==> src/rtl/sdram_arbiter.sv <==
// Two-port arbiter in front of a single-access SDRAM controller host interface.
// Port A (instruction fetch) and port B (data) share one controller; all outputs are registered.
module sdram_arbiter #(
  parameter int PRIORITY_MODE = 0,
  parameter int DRAIN_CYCLES  = 16
) (
  input  logic        clk,
  input  logic        reset,
  input  logic [31:0] a_addr,
  input  logic [15:0] a_wdata,
  input  logic        a_wr_en,
  input  logic [1:0]  a_bytesel,
  output logic [15:0] a_rdata,
  output logic        a_compl,
  input  logic [31:0] b_addr,
  input  logic [15:0] b_wdata,
  input  logic        b_wr_en,
  input  logic [1:0]  b_bytesel,
  output logic [15:0] b_rdata,
  output logic        b_compl,
  output logic [31:0] h_addr,
  output logic [15:0] h_wdata,
  output logic        h_wr_en,
  output logic [1:0]  h_bytesel,
  input  logic [15:0] h_rdata,
  input  logic        h_compl,
  input  logic        h_config_done
);

  localparam int CW = $clog2(DRAIN_CYCLES + 1);
  localparam logic [CW-1:0] DRAIN_LAST = CW'(DRAIN_CYCLES - 1);

  typedef enum logic [1:0] {
    WAIT_CFG = 2'd0,
    IDLE     = 2'd1,
    BUSY     = 2'd2,
    DONE     = 2'd3
  } state_t;

  state_t        state;
  logic [CW-1:0] drain_cnt;
  logic          owner;       // 1 = port B
  logic          last_grant;  // 1 = port B
  logic          a_req;
  logic          b_req;
  logic          grant_b;

  // Pick the winner among current requesters; only meaningful in IDLE.
  always_comb begin
    a_req = (a_bytesel != 2'b00);
    b_req = (b_bytesel != 2'b00);
    if (a_req && b_req) begin
      grant_b = (PRIORITY_MODE == 0) && !last_grant;
    end else begin
      grant_b = b_req;
    end
  end

  // Arbitration FSM with all host-side and port-side outputs registered.
  always_ff @(posedge clk or posedge reset) begin
    if (reset) begin
      state      <= WAIT_CFG;
      drain_cnt  <= '0;
      owner      <= 1'b0;
      last_grant <= 1'b1;
      h_addr     <= 32'h0;
      h_wdata    <= 16'h0;
      h_wr_en    <= 1'b0;
      h_bytesel  <= 2'b00;
      a_rdata    <= 16'h0;
      b_rdata    <= 16'h0;
      a_compl    <= 1'b0;
      b_compl    <= 1'b0;
    end else begin
      case (state)
        // h_compl is deliberately ignored here: it may belong to MRS or to an access aborted by reset.
        WAIT_CFG: begin
          h_bytesel <= 2'b00;
          a_compl   <= 1'b0;
          b_compl   <= 1'b0;
          if (!h_config_done) begin
            drain_cnt <= '0;
          end else if (drain_cnt == DRAIN_LAST) begin
            drain_cnt <= '0;
            state     <= IDLE;
          end else begin
            drain_cnt <= drain_cnt + {{(CW-1){1'b0}}, 1'b1};
          end
        end
        IDLE: begin
          if (a_req || b_req) begin
            owner      <= grant_b;
            last_grant <= grant_b;
            h_addr     <= grant_b ? b_addr    : a_addr;
            h_wdata    <= grant_b ? b_wdata   : a_wdata;
            h_wr_en    <= grant_b ? b_wr_en   : a_wr_en;
            h_bytesel  <= grant_b ? b_bytesel : a_bytesel;
            state      <= BUSY;
          end else begin
            h_bytesel <= 2'b00;
          end
        end
        BUSY: begin
          if (h_compl) begin
            h_bytesel <= 2'b00;
            state     <= DONE;
            if (owner) begin
              b_rdata <= h_rdata;
              b_compl <= 1'b1;
            end else begin
              a_rdata <= h_rdata;
              a_compl <= 1'b1;
            end
          end else begin
            state <= BUSY;
          end
        end
        DONE: begin
          a_compl   <= 1'b0;
          b_compl   <= 1'b0;
          h_bytesel <= 2'b00;
          state     <= IDLE;
        end
        default: begin
          state     <= WAIT_CFG;
          drain_cnt <= '0;
          h_bytesel <= 2'b00;
          a_compl   <= 1'b0;
          b_compl   <= 1'b0;
        end
      endcase
    end
  end

endmodule
==> config.mk <==
export PLATFORM = sky130hd
export DESIGN_NAME = sdram_arbiter
export DESIGN_NICKNAME = d
export VERILOG_FILES = /design/src/rtl/sdram_arbiter.sv
export SDC_FILE = /design/constraint.sdc
export NUM_CORES = 1
export LEC_CHECK = 0
export CORE_ASPECT_RATIO = 0.8
export CORE_MARGIN = 2
export CORE_UTILIZATION = 44
export CTS_CLUSTER_SIZE = 12
export DETAILED_ROUTE_END_ITERATION = 16
export PLACE_DENSITY_LB_ADDON = 0.3
export RECOVER_POWER = 50
export SLEW_MARGIN = 20
export SYNTH_ARGS = -nofsm -noshare
export SYNTH_HDL_FRONTEND = slang
export SYNTH_SLANG_ARGS = --single-unit
export TNS_END_PERCENT = 20
==> constraint.sdc <==
create_clock -name clk -period 5.55 [get_ports clk]
set_input_delay 1.665 -clock clk [delete_from_list [all_inputs] [get_ports clk]]
set_output_delay 1.665 -clock clk [all_outputs]
set_load 0.01 [all_outputs]
Word level (Yosys, flattened, before mapping)
Cells that the tools add are included.
{"block": "word_totals", "ff_bits": 94, "in_bits": 122}
{"block": "op_classes", "add_sub_neg": 1, "eq_ne": 10, "muxes": 21, "bitwise_logic": 1, "n_reduce_logical": 14}
{"op": "$mux 32", "count": 1}
{"op": "$mux 16", "count": 1}
{"op": "$reduce_and 3->1", "count": 5}
{"op": "$mux 2", "count": 6}
{"op": "$ne 2x2->1 const B", "count": 6}
{"op": "$mux 5", "count": 2}
{"op": "$pmux 2 s4", "count": 1}
{"op": "$mux 1", "count": 7}
{"op": "$pmux 2 s3", "count": 1}
{"op": "$reduce_bool 2->1", "count": 3}
{"op": "$add 5x1->5 const B", "count": 1}
{"op": "$eq 5x4->1 const B", "count": 1}
{"op": "$eq 2x2->1 const B", "count": 2}
{"op": "$pmux 1 s2", "count": 2}
{"op": "$eq 2x1->1 const B", "count": 1}
{"op": "$logic_not 2->1", "count": 1}
{"op": "$reduce_and 2->1", "count": 1}
{"op": "$reduce_or 2->1", "count": 1}
{"op": "$logic_and 1x1->1", "count": 1}
{"op": "$logic_not 1->1", "count": 1}
{"op": "$logic_or 1x1->1", "count": 1}
{"op": "$not 1->1", "count": 1}

Depth between registers and ports, before layout
{"block": "depth", "ltp_word": 6, "depth_mapped": 7, "depth_no_buf": 6}

Worst setup path before layout
No wires, ideal clock.
{"block": "synth_timing", "path_kind": "input to register", "startpoint": "input b_bytesel[0]", "endpoint": "register h_wdata[1]", "arrival_time_ns": 2.551, "required_ns": 5.427, "slack_ns": 2.876, "stages": 6, "path_cell_list": "or2_1 > nand2_2 > buf_6 > buf_8 > mux2i_1 > o21ai_1"}
{"block": "synth_via", "elab_chain_len": 4, "word_cells_on_any_way": 6}
{"element": "start, declared", "line_no": "18", "source": "input logic [1:0] b_bytesel,"}
{"element": "$reduce_bool 2->1 (*)", "line_no": "51", "source": "b_req = (b_bytesel != 2'b00);"}
{"element": "$logic_and 1x1->1", "line_no": "52", "source": "if (a_req && b_req) begin"}
{"element": "$mux 1", "line_no": "52"}
{"element": "$mux 16", "line_no": "95", "source": "h_wdata <= grant_b ? b_wdata : a_wdata;"}
{"element": "end signal, assigned", "line_no": "95"}
{"element": "end, declared", "line_no": "22", "source": "output logic [15:0] h_wdata,"}
Mark *: on every way between the ends. The rest lies on a longest branch, timed or not.
A chain may end at the register's enable or synchronous reset.

Worst setup path after layout
{"block": "layout_timing", "startpoint": "input b_bytesel[1]", "endpoint": "register h_wdata[6]"}
The elaborated chain is that of the path after synthesis.

==> metrics.yaml <==
outcome:
  status: "finished with violations"
  violations: "max-capacitance violations, max-slew violations"
layout:
  num_antenna_cells: 0
  multi_input_gate_area_mm2: 0.00167
  finalInstanceArea_mm2: 0.00660
  areaGrowthSynthToFinish_pct: 58.7
  layout-drive-gt1-share: 0.0500
  layout.filler_cells: 668
  final_cells: 675
  finish.net_count: 682
  finalCoreUtilization: 0.724
  area.sequential_mm2: 0.00235
  most-common-layout-cells: "170 x clkdlybuf4s50_1, 93 x dfrtp_1, 59 x nand2_1"
  final_common_cell: "clkdlybuf4s50_1"
setup_path:
  endpoint_kind: "flip-flop"
  critical_path.max_fanout: 23
  launching_element_type_of_the_critical_path: "input port"
  req_time_crit_path_ns: 5.72
  cp.arrival_ns: 3.73
  critPathKind: "in -> reg"
clock_tree:
  tritoncts: "yes"
  cts-root-buf: "clkbuf_16"
  clock_tree.htree_level_count: 3
  cts.clk_slew.worst_paths_ns: 0.06
  insertion_delay_ns: 0.33
  cts_hold_buffers: 0
  cts_post_setup_buffers_inserted: 0
  cts_buffers: 9
  ctsResizeCount: 0
  sink_count: 94
  ctsLongestPathBuffers: 2
place:
  final_estimated_routing_congestion_in_global_placement: 0.804
  place.detailed.instances: 659
  placedInstanceArea_mm2: 0.00628
  hpwl_um: 8360
  portBuffers: 206
  pre_cts_slack_ns: 1.66
power_and_ir_drop:
  ir_worst_vdd_v: 0.000375
  p_leak_nw: 2.94
  finalPower_mw: 3.41
  pwr_density_cell_mw_per_mm2: 517
floorplanning:
  floorplan.initialDensity: 0.456
  floorplan.die_area_mm2: 0.0102
  pin_count: 207
  chip_width_um: 113
  placement_rows: 31
  core_area_mm2: 0.00911
  dieHeight_um: 90.9
route:
  totalWireLength_um: 10800
  drt-initial-drc-count: 90
  wire_per_inst_um: 16.1
  firstDrtPassIters: 6
  route.antenna.remaining_nets: 0
  drcViolationCount: 0
  vias: 3329
  viasPerCell: 4.93
timing:
  setup_violations: 0
  setup-tns-final_ns: 0
  worst_tran_pin_value_ns: 1.73
  post-route-min-period_ns: 3.56
  maxSlewViolCount: 40
  post-route-period-util: 0.642
  finalHoldWorstSlack_ns: 0.479
  clock-skew-final_ns: 0.00714
  relSlewSlack: -0.160
  hold_viol: 0
  fin_ws_ns: 1.99
  setup_repair_after_global_routing_missed_its_margin: "no"
  maxClockFrequency_mhz: 281
global_routing:
  grt_pass1_vias: 3498
  grt_first_pass_wirelength_um: 17600
  grtUsageTotal: 0.216
  global_route.overflow_total: 0
  grt_max_degree: 101
  initial_antenna_violation_count: 0
job:
  max_cap_viols: 1
yosys:
  synthArstFlopShare: 1.00
  synth_area_mm2: 0.00416
  synth.yosys.seq_area_share: 0.566
  synth_enable_flop_cells: 0
  ys_warn_count: 0
  synth-seq-cells: 94
  synthDistinctLibCells: 33
  postSynthCellCount: 352
  avgSynthCellArea_um2: 11.8
  synth.net_count: 479
  ys.flop_type: "dfrtp_1"
hold_path:
  hold_path_class: "reg -> reg"
[worst max-delay path, stage by stage]
cell and delay (ns):
clkdlybuf4s50_1 0.48, or2_1 0.29, nand2_2 0.53, buf_4 0.41, mux2i_1 0.26, o21ai_1 0.08
[cells by family (layout without fill, tap and decap cells)]
kind of cell,Yosys count,in the layout,synth area share
buf+inv,25,233,0.0343
fa+ha+maj,5,5,0.0151
flops,94,94,0.566
simple gates,74,74,0.0759
mux,86,86,0.220
compound gates,68,68,0.0888
[cells in the mapped netlist, drive strengths merged (2+ instances only)]
| library cell | number | area, µm² |
|---|---|---|
| inv | 7 | 26.3 |
| ha | 5 | 62.6 |
| o31ai | 2 | 15.0 |
| a22o | 2 | 17.5 |
| nand2 | 60 | 228 |
| nand2b | 3 | 18.8 |
| mux2i | 50 | 500 |
| a21oi | 5 | 25.0 |
| clkbuf | 2 | 15.0 |
| buf | 16 | 101 |
| mux2 | 36 | 413 |
| dfrtp | 93 | 2330 |
| a32o | 2 | 20.0 |
| nand3 | 3 | 25.0 |
| nor2 | 3 | 11.3 |
| o21ai | 54 | 270 |
[state kept, by name, summed over array words and instances, names as in the netlist]
register and flops:
state 2, h_wr_en 1, owner 1, a_compl 1, last_grant 1, h_wdata 16, b_compl 1, h_addr 32
drain_cnt 5, h_bytesel 2, a_rdata 16, b_rdata 16
[layer usage]
layer | track usage | up-vias | share of wire
li1 | - | 1634 | -
met2 | 0.384 | 122 | 0.52
met1 | 0.263 | 1562 | 0.40
met4 | 0.0376 | 0 | 0.011
met3 | 0.0654 | 11 | 0.069
met5 | 0 | - | 0
[power breakdown]
group	switching [mW]	internal, mW	leakage, nW
Sequential	0.177	1.02	1.16
Clock	0.244	0.373	0.155
Combinational	0.735	0.859	1.63
[path summary, 6_finish.rpt]
kind                                        startpoint  depth (start not counted)                      end  slack [ns]
worst max-delay path                      b_bytesel[1]                          6   h_wdata[6]$_DFFE_PP0P_        1.99
worst min-delay path             h_addr[8]$_DFFE_PP0P_                          2    h_addr[8]$_DFFE_PP0P_        0.48
worst max register to register  last_grant$_DFFE_PP1P_                          5   h_wdata[6]$_DFFE_PP0P_        3.40
worst min register to register   h_addr[8]$_DFFE_PP0P_                          2    h_addr[8]$_DFFE_PP0P_        0.48
max in group asynchronous                        reset                          3   last_grant$_DFFE_PP1P_        2.22
min in group asynchronous                        reset                          2  b_rdata[12]$_DFFE_PP0P_        2.22
[cell type report]
type                       count  area share
tap                          115      0.0218
clock buffer                  11      0.0383
clock inverter                 5     0.00873
inverter                       7     0.00417
sequential                    94       0.357
multi-input combinational    233       0.253
timing repair buffer         210       0.317
(Power assumes the default switching activity.)
